## config.mk

```make
export PLATFORM = sky130hd
export DESIGN_NAME = pattern_seq_ctrl
export DESIGN_NICKNAME = d
export VERILOG_FILES = /design/src/rtl/pattern_seq_ctrl.sv
export SDC_FILE = /design/constraint.sdc
export NUM_CORES = 1
export LEC_CHECK = 0
export CORE_MARGIN = 2
export CORE_UTILIZATION = 50
export CTS_CLUSTER_SIZE = 16
export DETAILED_ROUTE_END_ITERATION = 12
export GPL_ROUTABILITY_DRIVEN = 0
export GPL_TIMING_DRIVEN = 0
export PLACE_DENSITY = 0.78
export REMOVE_ABC_BUFFERS = 1
export SYNTH_ARGS = -nofsm -noshare
export SYNTH_HDL_FRONTEND = slang
export SYNTH_SLANG_ARGS = --single-unit
```

## constraint.sdc

```tcl
create_clock -name clk -period 2.5 [get_ports clk]
set_input_delay 0.625 -clock clk [delete_from_list [all_inputs] [get_ports clk]]
set_output_delay 0.625 -clock clk [all_outputs]
set_load 0.01 [all_outputs]
```

## src/rtl/pattern_seq_ctrl.sv

```systemverilog
// Streams a fixed table of W-bit patterns over valid/ready, repeating the
// table a run-time number of passes, with stall, abort and done handling.
module pattern_seq_ctrl #(
  parameter int             W       = 2,
  parameter int             N       = 4,
  parameter logic [N*W-1:0] PATTERN = 8'h39
) (
  input  logic         clk,
  input  logic         rst_n,
  input  logic         start_i,
  input  logic [3:0]   reps_i,
  input  logic         abort_i,
  output logic         o_valid,
  input  logic         o_ready,
  output logic [W-1:0] o_data,
  output logic         o_last,
  output logic         busy,
  output logic         done
);
  localparam int IW = (N > 1) ? $clog2(N) : 1;

  typedef enum logic [1:0] {IDLE, RUN, DONE} state_t;

  state_t        state;
  logic [IW-1:0] idx;
  logic [3:0]    pass;
  logic [3:0]    reps;
  logic          at_end;
  logic          last;

  // idx wraps at N-1, which need not be a power of two.
  assign at_end = (idx == IW'(N - 1));
  assign last   = at_end && (pass == reps - 4'd1);

  // Outputs decode state registers only, so reset clears them immediately.
  assign o_valid = (state == RUN);
  assign busy    = (state == RUN);
  assign done    = (state == DONE);
  assign o_last  = o_valid && last;
  assign o_data  = o_valid ? PATTERN[int'(idx)*W +: W] : '0;

  always_ff @(posedge clk or negedge rst_n) begin
    if (!rst_n) begin
      state <= IDLE;
      idx   <= '0;
      pass  <= '0;
      reps  <= '0;
    end else begin
      case (state)
        IDLE: begin
          if (start_i) begin
            idx  <= '0;
            pass <= '0;
            reps <= reps_i;
            state <= (reps_i != 4'd0) ? RUN : DONE;
          end
        end
        RUN: begin
          // Abort wins over completion, even on the final accepted beat.
          if (abort_i) begin
            state <= IDLE;
            idx   <= '0;
            pass  <= '0;
          end else if (o_ready) begin
            if (last) begin
              state <= DONE;
              idx   <= '0;
              pass  <= '0;
            end else if (at_end) begin
              idx  <= '0;
              pass <= pass + 4'd1;
            end else begin
              idx <= idx + IW'(1);
            end
          end
        end
        DONE:    state <= IDLE;
        default: state <= IDLE;
      endcase
    end
  end
endmodule

```

Word level (Yosys, flattened, before mapping)
Cells that the tools add are included.
{"block": "classes", "reduce_logical": 9, "order_cmp": 0, "n_bitwise": 0, "mul": 0, "div": 0, "mux": 19, "n_eq_ne": 8, "addsub": 3, "shift": 1}
{"cell": "two-way mux 2 bit", "count": 11}
{"cell": "two-way mux 4 bit", "count": 5}
{"cell": "one-hot mux 2 bit (2 select lines)", "count": 2}
{"cell": "one-hot mux 4 bit (2 select lines)", "count": 1}
{"cell": "variable part select 8 x 4 -> 2 bit, first input constant", "count": 1}
{"cell": "!= test 3 x 2 -> 1 bit, second input constant", "count": 2}
{"cell": "AND reduction 3 bit", "count": 2}
{"cell": "adder 4 x 1 -> 4 bit, second input constant", "count": 1}
{"cell": "== test 2 bit, second input constant", "count": 2}
{"cell": "== test 4 bit", "count": 1}
{"cell": "!= test 4 x 2 -> 1 bit, second input constant", "count": 1}
{"cell": "AND reduction 4 bit", "count": 1}
{"cell": "nonzero test 4 bit", "count": 1}
{"cell": "subtractor 4 x 1 -> 4 bit, second input constant", "count": 1}
{"cell": "adder 2 x 1 -> 2 bit, second input constant", "count": 1}
{"cell": "== test 2 x 1 -> 1 bit, second input constant", "count": 1}
{"cell": "logical AND 1 bit", "count": 2}
{"cell": "logical NOT 2 bit", "count": 1}
{"cell": "!= test 2 bit, second input constant", "count": 1}
{"cell": "AND reduction 2 bit", "count": 1}
{"cell": "nonzero test 2 bit", "count": 1}
{"block": "totals", "latch_bits": 0, "elab_cells": 44, "output_inout_bits": 6, "memories": 0, "rom_bits": 0, "regBits": 12, "mem_bits_rw": 0}

Longest topological paths before layout
Gate-level depths: netlist of the first run.
{"block": "depth", "depth_word": 7, "depth_mapped": 6, "depth_no_buf": 6}

Worst setup path before layout of the first run
OpenSTA, ideal clock, no wires.
{"block": "synth_timing", "path_kind": "reg-to-output", "start": "reg reps[0]", "end": "out o_last", "arrival_time_ns": 1.473, "path_buffers": 0, "slack_ns": 0.402, "required_time_ns": 1.875, "path_stages_with_launch": 7, "cell_sequence": "dfrtp_1 -> inv_1 -> ha_1 -> xnor3_1 -> nand4_2 -> nor2_2 -> and2_1"}
{"block": "synth_between", "elab_chain_cells": 4}
{"item": "start, declared", "line_no": "27", "rtl": "logic [3:0] reps;"}
{"item": "start signal, assigned", "line_no": "54", "rtl": "reps <= reps_i;"}
{"item": "subtractor 4 x 1 -> 4 bit", "line_no": "33", "rtl": "assign last = at_end && (pass == reps - 4'd1);"}
{"item": "== test 4 bit", "line_no": "33"}
{"item": "logical AND 1 bit", "line_no": "33"}
{"item": "logical AND 1 bit", "line_no": "39", "rtl": "assign o_last = o_valid && last;"}
{"item": "end, declared", "line_no": "16", "rtl": "output logic o_last,"}
Every way passes these cells.

Worst setup path after layout of the first run
{"block": "layout_timing", "start": "reg pass[2]", "end": "out o_last"}
{"block": "layout_between", "elab_chain_cells": 3}
{"item": "start, declared", "line_no": "26", "rtl": "logic [3:0] pass;"}
{"item": "start signal, assigned", "line_no": "71", "rtl": "pass <= pass + 4'd1;"}
{"item": "== test 4 bit", "line_no": "33"}
{"item": "logical AND 1 bit", "line_no": "33"}
{"item": "logical AND 1 bit", "line_no": "39"}
Every way passes these cells.

==> results of run 1 <==
[what timing repair did]
| action | 4_1_cts | 5_1_grt |
|---|---|---|
| endpoints found under the setup margin | 1 | 1 |
| setup buffers | 2 | 3 |
| gates resized for setup | 6 | 2 |
| hold endpoints to repair | 0 | 0 |
| pin swaps | 4 | 1 |
[final timing paths]
| check | from | endpoint | slack, ns | cells after the start |
|---|---|---|---|---|
| min reg2reg | reps[3] | reps[3] | 0.53 | 1 |
| max | pass[2] | o_last | 0.08 | 5 |
| min | reps[3] | reps[3] | 0.53 | 1 |
| max reg2reg | pass[2] | pass[3] | 0.87 | 5 |
| max in group asynchronous | rst_n | state[1] | 1.41 | 1 |
| min in group asynchronous | rst_n | reps[0] | 0.71 | 1 |
[cell usage in the layout (no fill, tap or decap), types with 2 or more instances in the layout]
cell                              count
sky130_fd_sc_hd__nor3_2               2
sky130_fd_sc_hd__nor2_1               2
sky130_fd_sc_hd__and2_1               2
sky130_fd_sc_hd__nand2_1              8
sky130_fd_sc_hd__inv_1                6
sky130_fd_sc_hd__dfrtp_1             12
sky130_fd_sc_hd__clkdlybuf4s50_1     13
sky130_fd_sc_hd__clkbuf_4             3
sky130_fd_sc_hd__nand2b_1             2
sky130_fd_sc_hd__ha_1                 4
sky130_fd_sc_hd__o2111ai_1            3
sky130_fd_sc_hd__mux2_1               2
sky130_fd_sc_hd__buf_4                5
sky130_fd_sc_hd__o21ai_0              4
sky130_fd_sc_hd__o211ai_2             2
sky130_fd_sc_hd__o21ai_1              2
sky130_fd_sc_hd__nand3_1              3
[worst max-delay path, cell delays in order (launching register included)]
cell and delay, ns:
sky130_fd_sc_hd__dfrtp_1 0.44, sky130_fd_sc_hd__xnor3_1 0.45, sky130_fd_sc_hd__nand4_4 0.15, sky130_fd_sc_hd__nor2_4 0.13
sky130_fd_sc_hd__and2_1 0.14, sky130_fd_sc_hd__clkdlybuf4s15_2 0.22
[metal layers]
layer	GRT usage, %	wire [um]
met1	23.0	789
met2	37.1	907
met5	0	0
met3	4.00	118
met4	4.85	20
[registers in the layout, summed over array words and instances, names as in the netlist]
| register | flops |
|---|---|
| pass | 4 |
| reps | 4 |
| idx | 2 |
| state | 2 |
[metrics by stage]
step,util (%),power [mW],hold slack [ns],worst slack (ns),area (sq um)
after floorplan,-,0.685,0.329,0.402,805
after global placement,63.3,0.829,0.514,-0.220,965
after detailed placement,63.3,0.849,0.509,-0.254,965
after CTS,68.1,1.05,0.538,0.0121,1040
after global routing,71.2,1.18,0.553,0.00722,1080
final,71.2,1.12,0.534,0.0773,1080
[cell families after synthesis]
family	synth area share [%]
DFF	36.3
xor gates and xnor gates	7.86
and+or+nand+nor	23.6
AOI/OAI and AO/OA	16.5
adders and majority gates	7.55
buffers and inverters	5.59
muxes	2.72
[cell type report]
type	instances	area (sq um)	area share, %
well taps	16	20.0	1.85
multi-input cells	60	527	48.6
flip-flops and latches	12	300	27.7
inverters	6	22.5	2.08
repair buffers	19	179	16.5
clock buffers	4	36.3	3.34
[power breakdown]
part           internal, mW  leakage (nW)  total, mW  switching [mW]
Sequential            0.258         0.156      0.333          0.0755
Clock                0.0884        0.0210      0.159          0.0706
Combinational         0.314         0.295      0.624           0.310
==> flow_results.org, run 1 <==
** Run status
- The run finished with clean final reports.

** CTS
- After clock tree synthesis, the clock-pin slew on the worst setup and hold paths is ~0.080 ns.
- TritonCTS built the clock tree.
- Counting along the longest clock path gives a buffer depth of 2.
- CTS built an H-tree with a depth of 1.
- Clock buffer count from CTS :: 3
- At the later pin of the worst-skew pair, clock insertion delay measures 0.27 ns.
- The tree is rooted in a sky130_fd_sc_hd__clkbuf_4.
- Post-CTS Hold Buffers :: 0
- # clock sinks :: 12

** Synthesis
- In this run the cell area of the synthesized design comes to approximately 830 sq um.
- EDFF count, synth :: 0
- Synthesis handed over a netlist of 81 instances.
- After synthesis, the most frequently instantiated cells are sky130_fd_sc_hd__dfrtp_1 (12), sky130_fd_sc_hd__nand2_1 (8), sky130_fd_sc_hd__inv_1 (6), sky130_fd_sc_hd__ha_1 (5), sky130_fd_sc_hd__o21ai_0 (4).
- Area share of the largest cell type after synthesis :: 36.3%
- The number of different library cells used by synthesis comes to 39.
- Among all flip-flop cells after synthesis, the most frequent one is sky130_fd_sc_hd__dfrtp_1.
- In the post-synthesis netlist, the cell with the most instances is sky130_fd_sc_hd__dfrtp_1.
- By area the synthesized netlist is led by sky130_fd_sc_hd__dfrtp_1 (36%), sky130_fd_sc_hd__ha_1 (7.6%), sky130_fd_sc_hd__nand2_1 (3.6%).
- Averaged over all synthesized cells, the footprint is 10.2 sq um.
- Sequential-to-total area share from yosys stat :: 36.3%
- Cell accounting for the most synthesized area :: sky130_fd_sc_hd__dfrtp_1
- Post-synth ARST share :: 100%
- Counting flops and latches in the post-synthesis netlist gives 12.
- Warnings, synthesis :: 0

** Timing
- For the finished layout, the period the worst path requires is roughly 2.4 ns.
- At the pin with the least slew margin, the transition time is 0.573 ns.
- Worst slew slack as a fraction of its limit :: 61.7%
- Total negative slack :: 0 ns
- Count of final hold-check violations :: 0
- The clock arrives with 0.000843 ns of skew.
- Setup violations remaining at the end of the flow were counted as 0.
- Final Slew Violations :: 0
- Part of the cycle the worst path needs :: between 90% and 100%
- F_max :: 413 MHz
- Setup repair after global routing left no endpoint under its margin.

** Die
- Starting density of the core :: 54.4%
- Measured along the y axis, the die boundary spans approximately 45 um.
- The initialized floorplan defines 14 standard-cell rows.
- The die covers 2000 sq um.
- 15 I/O pins were placed.
- Width of the die :: approximately 45 um
- The core region is ~1500 sq um.

** Hold path
- Worst Hold Class :: flop to flop

** Routing
- Using the TritonRoute via totals, the vias-per-cell ratio works out to 5.88.
- Drt first-iter violations :: 17
- Across all layers, the routed design uses 688 vias.
- # DRC :: 0
- Number of iterations in the first detailed-routing pass :: 4
- Dividing the detail-routed wire length by the instance count gives 15.7 um.
- Aggregate routed wire length :: ~1800 um
- DRT antenna net count :: 0

** Pwr
- Power Dens Cells :: 1030 nW/um^2
- VDD IR-drop max :: ~0.6 mV
- Leakage power total :: 0.472 nW

** GRT
- GRT overflow :: 0
- Number of global-route vias before repair :: 702
- Entering global routing, the biggest net connects 13 pins.
- Initial antenna violation count :: 0
- Across every metal layer, demand over resource in global routing totals 19.9%.
- The first global-routing pass estimated around 3000 um of wire.

** Critical path
- For the worst setup path, the data required time is roughly 1.9 ns.
- Critical Path AT :: 1.80 ns
- Crit-path max FO :: 5
- Setup crit end kind :: output port
- Worst Setup Start Kind :: flop
- Crit path kind :: flop to output port

** Layout
- After filler insertion, the fill cell instance count of the layout stands at 111.
- The area growth from synthesis to layout is 31.0%.
- Final cell count without fillers :: between 100 and 150
- At the end of the flow, the number of nets in the layout was 116.
- Share of final-layout standard cells stronger than drive strength 1 :: 22.8%
- Number of antenna cells inserted :: 0

** Placement
- Placed Cells :: 108
- Input and output buffers added on the ports amount to 14.
- Dpl hpwl :: 1300 um

** Run
- Across the run, the number of max-cap violations was 0.
Power figures use the tool's default switching activity.
==> run 2: changes to the inputs <==
--- a/config.mk
+++ b/config.mk
@@ -5,8 +5,10 @@
 export SDC_FILE = /design/constraint.sdc
 export NUM_CORES = 1
 export LEC_CHECK = 0
+export CELL_PAD_IN_SITES_DETAIL_PLACEMENT = 1
+export CELL_PAD_IN_SITES_GLOBAL_PLACEMENT = 1
 export CORE_MARGIN = 2
-export CORE_UTILIZATION = 50
+export CORE_UTILIZATION = 39
 export CTS_CLUSTER_SIZE = 16
 export DETAILED_ROUTE_END_ITERATION = 12
 export GPL_ROUTABILITY_DRIVEN = 0
==> run 2 against run 1 <==
Combinational power about the same. Sequential share of layout area decreased by 0.35 points. Flip-flop and latch count unchanged. Clock power increased by 4%. Die area increased by 26%. Hold slack improved by 0.0037 ns. Largest cell class unchanged. Highest routed layer unchanged.
==> flow_results.org, run 2 (synthesis gave the netlist of run 1 again) <==
** Run status
- Outcome :: complete, no violations (unchanged)

** Timing
- The share of the clock period used by the worst path was 96.1% (was 96.9%).
- Slew of the pin with the lowest slew margin :: 0.584 ns (was 0.573 ns)
- The number of endpoints with negative hold slack in the final report came to 0 (unchanged).
- The clock skew was 0.00107 ns (was 0.000843 ns).
- Final Slew Violations :: 0 (unchanged)
- Final setup violation count :: 0 (unchanged)
- The total negative setup slack was 0 ns (unchanged).
- Worst slew slack as a fraction of its limit :: 61.0% (was 61.7%)
- F_max :: 416 MHz (was 413 MHz)
- The shortest period the worst path allows is 2.40 ns (was 2.42 ns).
- WHS :: 0.537 ns (was 0.534 ns)

** GRT
- The initial antenna violation count was 0 (unchanged).
- The overall fraction of global-route tracks in use came to 18.1% (was 19.9%).
- The first-pass GRT wire length was 3430 um (was 2920 um).
- Number of global-route vias before repair :: 750 (was 702)
- The pin count of the biggest net entering global routing is 13 (unchanged).
- The final global-route overflow total was 0 (unchanged).

** Critical path
- The sort of element at the end of the critical path is an output port (unchanged).
- The endpoint arrival time on the critical path is 1.78 ns (was 1.80 ns).
- Worst path bufs/invs :: 2 (was 1)
- The endpoint of the worst-slack reg-to-reg timing path is pass[2] (was pass[3]).
- Crit-path max cell delay :: 0.37 ns (was 0.45 ns)
- Crit-path cells :: inv_1 -> ha_4 -> xor2_4 -> nand4_4 -> nor2_4 -> and2_1 -> clkdlybuf4s15_2 (was xnor3_1 -> nand4_4 -> nor2_4 -> and2_1 -> clkdlybuf4s15_2)
- The cell type group with the largest total delay on the critical path was flip-flops (was XOR/XNOR gates).
- Worst r2r src :: reps[1] (was pass[2])
- The start-to-end type of the worst setup path is flop to output port (unchanged).
- Slack of the worst reg-to-reg path :: 0.75 ns (was 0.87 ns)
- The category of the worst setup path launch point is a flop (unchanged).
- Crit-path max FO :: 2 (was 5)
- The worst-path cell with the longest stage delay is sky130_fd_sc_hd__dfrtp_1 (was sky130_fd_sc_hd__xnor3_1).
- Required time of the critical path :: 1.88 ns (about the same)
- Depth of the worst register-to-register path :: 8 (was 5)

** Hold path
- The instance count along the most critical hold path is 1 (unchanged).
- Hold Crit Start :: reps[3] (unchanged)
- Hold Crit Endpoint :: reps[3] (unchanged)
- The type of the worst min-delay path was flop to flop (unchanged).

** Layout
- Share of final-layout standard cells stronger than drive strength 1 :: 22.8% (unchanged)
- Growth of design area from synthesis to finish :: 32.6% (was 31.0%)
- Area of all placed cells without fillers :: 1100 sq um (was 1080 sq um)
- Number of antenna cells inserted :: 0 (unchanged)
- Regs by FF count: pass (4), reps (4) (unchanged).
- Utilization after layout :: 55.4% (was 71.2%)
- Most common cell after layout, fill and taps aside :: sky130_fd_sc_hd__clkdlybuf4s50_1 (unchanged)
- Most frequent cells in the layout: sky130_fd_sc_hd__clkdlybuf4s50_1 (13), sky130_fd_sc_hd__dfrtp_1 (12), sky130_fd_sc_hd__nand2_1 (8), sky130_fd_sc_hd__inv_1 (6), sky130_fd_sc_hd__buf_4 (5) (unchanged).
- The layout net count came to 116 (unchanged).
- Layout fillers :: 221 (was 111)

** CTS
- The H-tree depth was 1 (unchanged).
- The root buffer cell is sky130_fd_sc_hd__clkbuf_4 (unchanged).
- # clock sinks :: 12 (unchanged)
- The clock insertion delay at the later pin of the skew report is 0.28 ns (was 0.27 ns).
- Clock Path Buffers :: 2 (unchanged)
- The number of buffers created by CTS was 3 (unchanged).
- The clock-pin slew on the worst setup and hold paths came to 0.08 ns (about the same).
- CTS tree :: yes (unchanged)

** Die
- Number of top-level pins :: 15 (unchanged)
- The area of the core region came to 1980 sq um (was 1520 sq um).
- The chip height came to 50.1 um (was 44.7 um).
- Die Outline Area :: 2510 sq um (was 2000 sq um)
- Width of the die :: 50.1 um (was 44.7 um)
- The number of standard-cell rows in the floorplan is 16 (was 14).
- Starting density of the core :: 41.8% (was 54.4%)

** Placement
- Quantity of I/O buffers inserted on ports :: 14 (unchanged)
- The instance area at placement was 978 sq um (was 965 sq um).
- Dpl hpwl :: 1380 um (was 1300 um)

** Routing
- Drt via density :: 5.38 (was 5.88)
- Aggregate routed wire length :: 2100 um (was 1840 um)
- Routed wire length per instance :: 16.4 um (was 15.7 um)
- The initial DRC count came to 10 (was 17).
- The number of vias after detailed routing was 688 (unchanged).
- # DRC :: 0 (unchanged)
- DRT antenna net count :: 0 (unchanged)
- The length of the first detailed-routing pass in iterations came to 3 (was 4).

** Pwr
- Leakage power total :: 0.471 nW (was 0.472 nW)
- The peak supply drop was 0.467 mV (was 0.617 mV).
- Power Dens Cells :: 1020 nW/um^2 (was 1030 nW/um^2)

** Run
- Max-capacitance violation count :: 0 (unchanged)
-- run 2: where the power goes --
group	internal, mW	leakage [nW]	switching (mW)
clock	0.0887	0.0210	0.0764
sequential	0.258	0.156	0.0781
combinational	0.305	0.294	0.317
-- run 2: how the worst max path moves through the flow --
| stage | slack [ns] | from | end | depth (start not counted) |
|---|---|---|---|---|
| final | 0.1 | reps[1] | o_last | 7 |
| after global routing | -0.01 | reps[0] | o_last | 7 |
| after CTS | 0.009 | reps[1] | o_last | 7 |
| after detailed placement | -0.28 | reps[0] | o_last | 7 |
| after global placement | -0.22 | reps[0] | o_last | 7 |
| after floorplan | 0.40 | reps[0] | o_last | 6 |
-- run 2: timing repair --
item | CTS | global route
setup buffers | 2 | 3
resized for setup | 6 | 2
hold buffers | 0 | 0
endpoints found under the setup margin | 1 | 1
cloned | 0 | 0
pin swaps | 4 | 1
-- run 2: routing by layer --
| metal | wire length [um] | up-vias | track usage, % |
|---|---|---|---|
| met5 | 0 | - | 0 |
| li1 | - | 329 | - |
| met1 | 965 | 340 | 23.1 |
| met3 | 47 | 5 | 2.73 |
| met2 | 1040 | 14 | 30.5 |
| met4 | 40 | 0 | 6.94 |
-- run 2: stage by stage --
step | setup slack [ns] | power, mW | std cells
2_1_floorplan | 0.402 | 0.685 | 78
3_3_place_gp | -0.219 | 0.837 | 119
3_5_place_dp | -0.275 | 0.855 | 119
4_1_cts | 0.00860 | 1.07 | 125
5_1_grt | -0.0115 | 1.21 | 128
6_report | 0.0982 | 1.12 | 128
-- run 2: worst register-to-register path: stages (launching register included) --
cell,delay (ns)
sky130_fd_sc_hd__dfrtp_1,0.37
sky130_fd_sc_hd__inv_1,0.09
sky130_fd_sc_hd__ha_4,0.29
sky130_fd_sc_hd__xor2_4,0.16
sky130_fd_sc_hd__nand4_4,0.11
sky130_fd_sc_hd__buf_4,0.17
sky130_fd_sc_hd__buf_4,0.14
sky130_fd_sc_hd__o2111ai_1,0.20
sky130_fd_sc_hd__o211ai_2,0.11
-- run 2: area by class of cell --
type | count | area, sq um | share of cell area [%]
Multi-Input combinational cell | 60 | 527 | 48.0
Sequential cell | 12 | 300 | 27.3
Timing Repair Buffer | 19 | 179 | 16.3
Clock buffer | 4 | 36.3 | 3.30
Tap cell | 27 | 33.8 | 3.08
Inverter | 6 | 22.5 | 2.05
==> run 3: changes to the inputs <==
--- a/config.mk
+++ b/config.mk
@@ -12,7 +12,7 @@
 export CTS_CLUSTER_SIZE = 16
 export DETAILED_ROUTE_END_ITERATION = 12
 export GPL_ROUTABILITY_DRIVEN = 0
-export GPL_TIMING_DRIVEN = 0
+export GPL_TIMING_DRIVEN = 1
 export PLACE_DENSITY = 0.78
 export REMOVE_ABC_BUFFERS = 1
 export SYNTH_ARGS = -nofsm -noshare
==> run 3 against run 2 <==
Die area stayed put. Flip-flop and latch count stayed put. Routed wire length is 2.9% lower. Non-clock buffer count is 1 lower. Setup slack hardly changed. Critical path type unchanged. Largest cell class unchanged. Largest power group unchanged.
==> flow_results.org, run 3 (synthesis gave the netlist of run 1 again) <==
** Run status
- Outcome: complete, no violations (unchanged).

** Timing
- Total negative slack :: 0 ns (unchanged)
- The worst max-slew margin expressed relative to the limit came to 60.3% (was 61.0%).
- The shortest period the worst path allows is 2.40 ns (about the same).
- Post-Route Skew :: 0.00816 ns (was 0.00107 ns)
- Final Slew Violations :: 0 (unchanged)
- The setup-violating endpoint count in the final report was 0 (unchanged).
- The share of the clock period used by the worst path is 96.1% (about the same).
- F_max :: 416 MHz (about the same)
- Count of final hold-check violations :: 0 (unchanged)
- The worst-margin pin slew was 0.593 ns (was 0.584 ns).

** Die
- DIE HEIGHT :: 50.1 um (unchanged)
- Die Outline Area :: 2510 sq um (unchanged)
- Starting density of the core :: 41.8% (unchanged)
- Number of top-level pins :: 15 (unchanged)
- Row Count :: 16 (unchanged)
- Area inside the core boundary :: 1980 sq um (unchanged)
- The die span in x was 50.1 um (unchanged).

** Layout
- Register area :: 300 sq um (unchanged)
- The layout overhead on the synthesized area was 27.6% (was 32.6%).
- Most frequent cells in the layout :: sky130_fd_sc_hd__clkdlybuf4s50_1 (13), sky130_fd_sc_hd__dfrtp_1 (12), sky130_fd_sc_hd__nand2_1 (8), sky130_fd_sc_hd__inv_1 (6) (was sky130_fd_sc_hd__clkdlybuf4s50_1 (13), sky130_fd_sc_hd__dfrtp_1 (12), sky130_fd_sc_hd__nand2_1 (8), sky130_fd_sc_hd__inv_1 (6), sky130_fd_sc_hd__buf_4 (5))
- Layout fillers :: 233 (was 221)
- Regs by FF count: pass (4), reps (4) (unchanged).
- The layout net count is 115 (was 116).
- Multi-input gate area :: 507 sq um (was 527 sq um)
- Number of antenna cells inserted :: 0 (unchanged)
- The share of post-route cells with drive strength above 1 came to 21.2% (was 22.8%).
- The most common cell after layout, fill and taps aside is sky130_fd_sc_hd__clkdlybuf4s50_1 (unchanged).

** Pwr
- Clock network fraction of design power :: 11.9% (was 14.7%)
- The net switching share of the total power is 41.7% (was 42.0%).
- Int Pwr :: 611 uW (was 652 uW)
- The sequential power share came to 31.4% (was 29.9%).
- The share of total power in combinational logic came to 56.7% (was 55.4%).
- Leakage power total :: 0.460 nW (was 0.471 nW)
- The switching power of the nets was 437 uW (was 471 uW).
- VDD IR-drop max :: 0.536 mV (was 0.467 mV)
- The sum of internal, switching and leakage power was 1.05 mW (was 1.12 mW).
- The cell area power density was 991 nW/um^2 (was 1020 nW/um^2).

** Routing
- Routed wire length per instance :: 16.2 um (was 16.4 um)
- The detailed-route DRC error count is 0 (unchanged).
- Aggregate routed wire length :: 2040 um (was 2100 um)
- Drt via density :: 5.44 (was 5.38)
- The length of the first detailed-routing pass in iterations was 4 (was 3).
- The initial DRC count came to 10 (unchanged).
- Count of vias placed by the detailed router :: 686 (was 688)
- The remaining antenna violation count after routing is 0 (unchanged).

** GRT
- The via count of the first global-routing pass came to 738 (was 750).
- GRT overflow :: 0 (unchanged)
- The first-pass GRT wire length was 3350 um (was 3430 um).
- The pin count of the biggest net entering global routing came to 13 (unchanged).
- The overall fraction of global-route tracks in use is 17.8% (was 18.1%).
- The initial antenna violation count came to 0 (unchanged).

** Placement
- Quantity of I/O buffers inserted on ports :: 14 (unchanged)
- The HPWL reported at the end of detailed placement is 1470 um (was 1380 um).

** CTS
- The number of buffers created by CTS is 3 (unchanged).
- The quantity of hold-fixing buffers added after cts came to 0 (unchanged).
- H-Tree Depth :: 1 (unchanged)
- The root buffer cell was sky130_fd_sc_hd__clkbuf_4 (unchanged).
- The clock-pin slew on the worst setup and hold paths was 0.08 ns (about the same).
- The clock net sink count came to 12 (unchanged).
- The clock tree from TritonCTS is yes (unchanged).
- The clock insertion delay at the later pin of the skew report was 0.28 ns (about the same).
- Clock Path Buffers :: 2 (unchanged)

** Critical path
- The register-to-register setup slack is 0.86 ns (was 0.75 ns).
- Endpoint of the lowest-slack register-to-register path :: pass[2] (unchanged)
- Worst r2r src :: reps[1] (unchanged)
- Crit-path max FO :: 2 (unchanged)
- The start-to-end type of the worst setup path is flop to output port (unchanged).
- The launching instance or port of the critical path is reps[1] (unchanged).
- Worst Setup Start Kind :: flop (unchanged)
- The endpoint arrival time on the critical path came to 1.78 ns (about the same).
- The cell count of the worst reg-to-reg path was 7 (was 8).
- Required time of the critical path :: 1.88 ns (about the same)
- The end point of the critical path is o_last (unchanged).
- The sort of element at the end of the critical path is an output port (unchanged).

** Hold path
- Count of cells along the worst hold path :: 1 (unchanged)
- The type of the worst min-delay path was flop to flop (unchanged).

** Run
- Max-capacitance violation count :: 0 (unchanged)
-- run 3: worst min-delay path by stage --
stage              end     from
5_1_grt        reps[3]  reps[3]
6_report       reps[3]  reps[3]
4_1_cts        reps[3]  reps[3]
2_1_floorplan   idx[0]    rst_n
3_3_place_gp   reps[3]  reps[3]
3_5_place_dp   reps[3]  reps[3]
-- run 3: timing repair --
action	4_1_cts	5_1_grt
cloned	0	0
setup endpoints to repair	1	2
pin swaps	1	1
resized for setup	3	3
buffers inserted	1	0
endpoints found under the hold margin	0	0
-- run 3: critical path, cell delays in order (launching register included) --
cell and delay (ns):
sky130_fd_sc_hd__dfrtp_1 0.36, sky130_fd_sc_hd__inv_1 0.08, sky130_fd_sc_hd__ha_4 0.28, sky130_fd_sc_hd__xor2_2 0.17
sky130_fd_sc_hd__nand4_2 0.13, sky130_fd_sc_hd__nor2_2 0.12, sky130_fd_sc_hd__and2_1 0.14, sky130_fd_sc_hd__clkdlybuf4s15_2 0.22
-- run 3: area by class of cell --
type,count,area share [%]
inverter,6,2.13
tap,27,3.20
sequential,12,28.4
clock buffer,3,2.13
timing repair buffer,18,16.2
multi-input combinational,60,47.9
-- run 3: power by group through the flow --
stage / logic, mW / clock network [mW] / registers, mW
final: 0.594 / 0.125 / 0.329
after global routing: 0.663 / 0.141 / 0.342
after CTS: 0.555 / 0.125 / 0.327
after detailed placement: 0.548 / 0 / 0.332
after global placement: 0.527 / 0 / 0.329
after floorplan: 0.368 / 0 / 0.317
-- run 3: per-layer routing --
| metal | vias to the layer above | routed length, um | GRT usage [%] |
|---|---|---|---|
| met5 | - | 0 | 0 |
| met3 | 2 | 62 | 3.03 |
| li1 | 325 | - | - |
| met2 | 17 | 1040 | 29.6 |
| met1 | 342 | 926 | 23.3 |
| met4 | 0 | 10 | 5.56 |
-- run 3: metrics by stage --
step	cells	cell area, sq um	hold slack, ns	util [%]	setup WS, ns
global route	126	1060	0.581	53.3	-0.00833
floorplan	78	805	0.329	-	0.402
detailed placement	122	1000	0.527	50.5	0.0160
global placement	122	1000	0.497	50.5	0.0495
finish	126	1060	0.536	53.3	0.0983
CTS	126	1030	0.546	52.1	0.0614
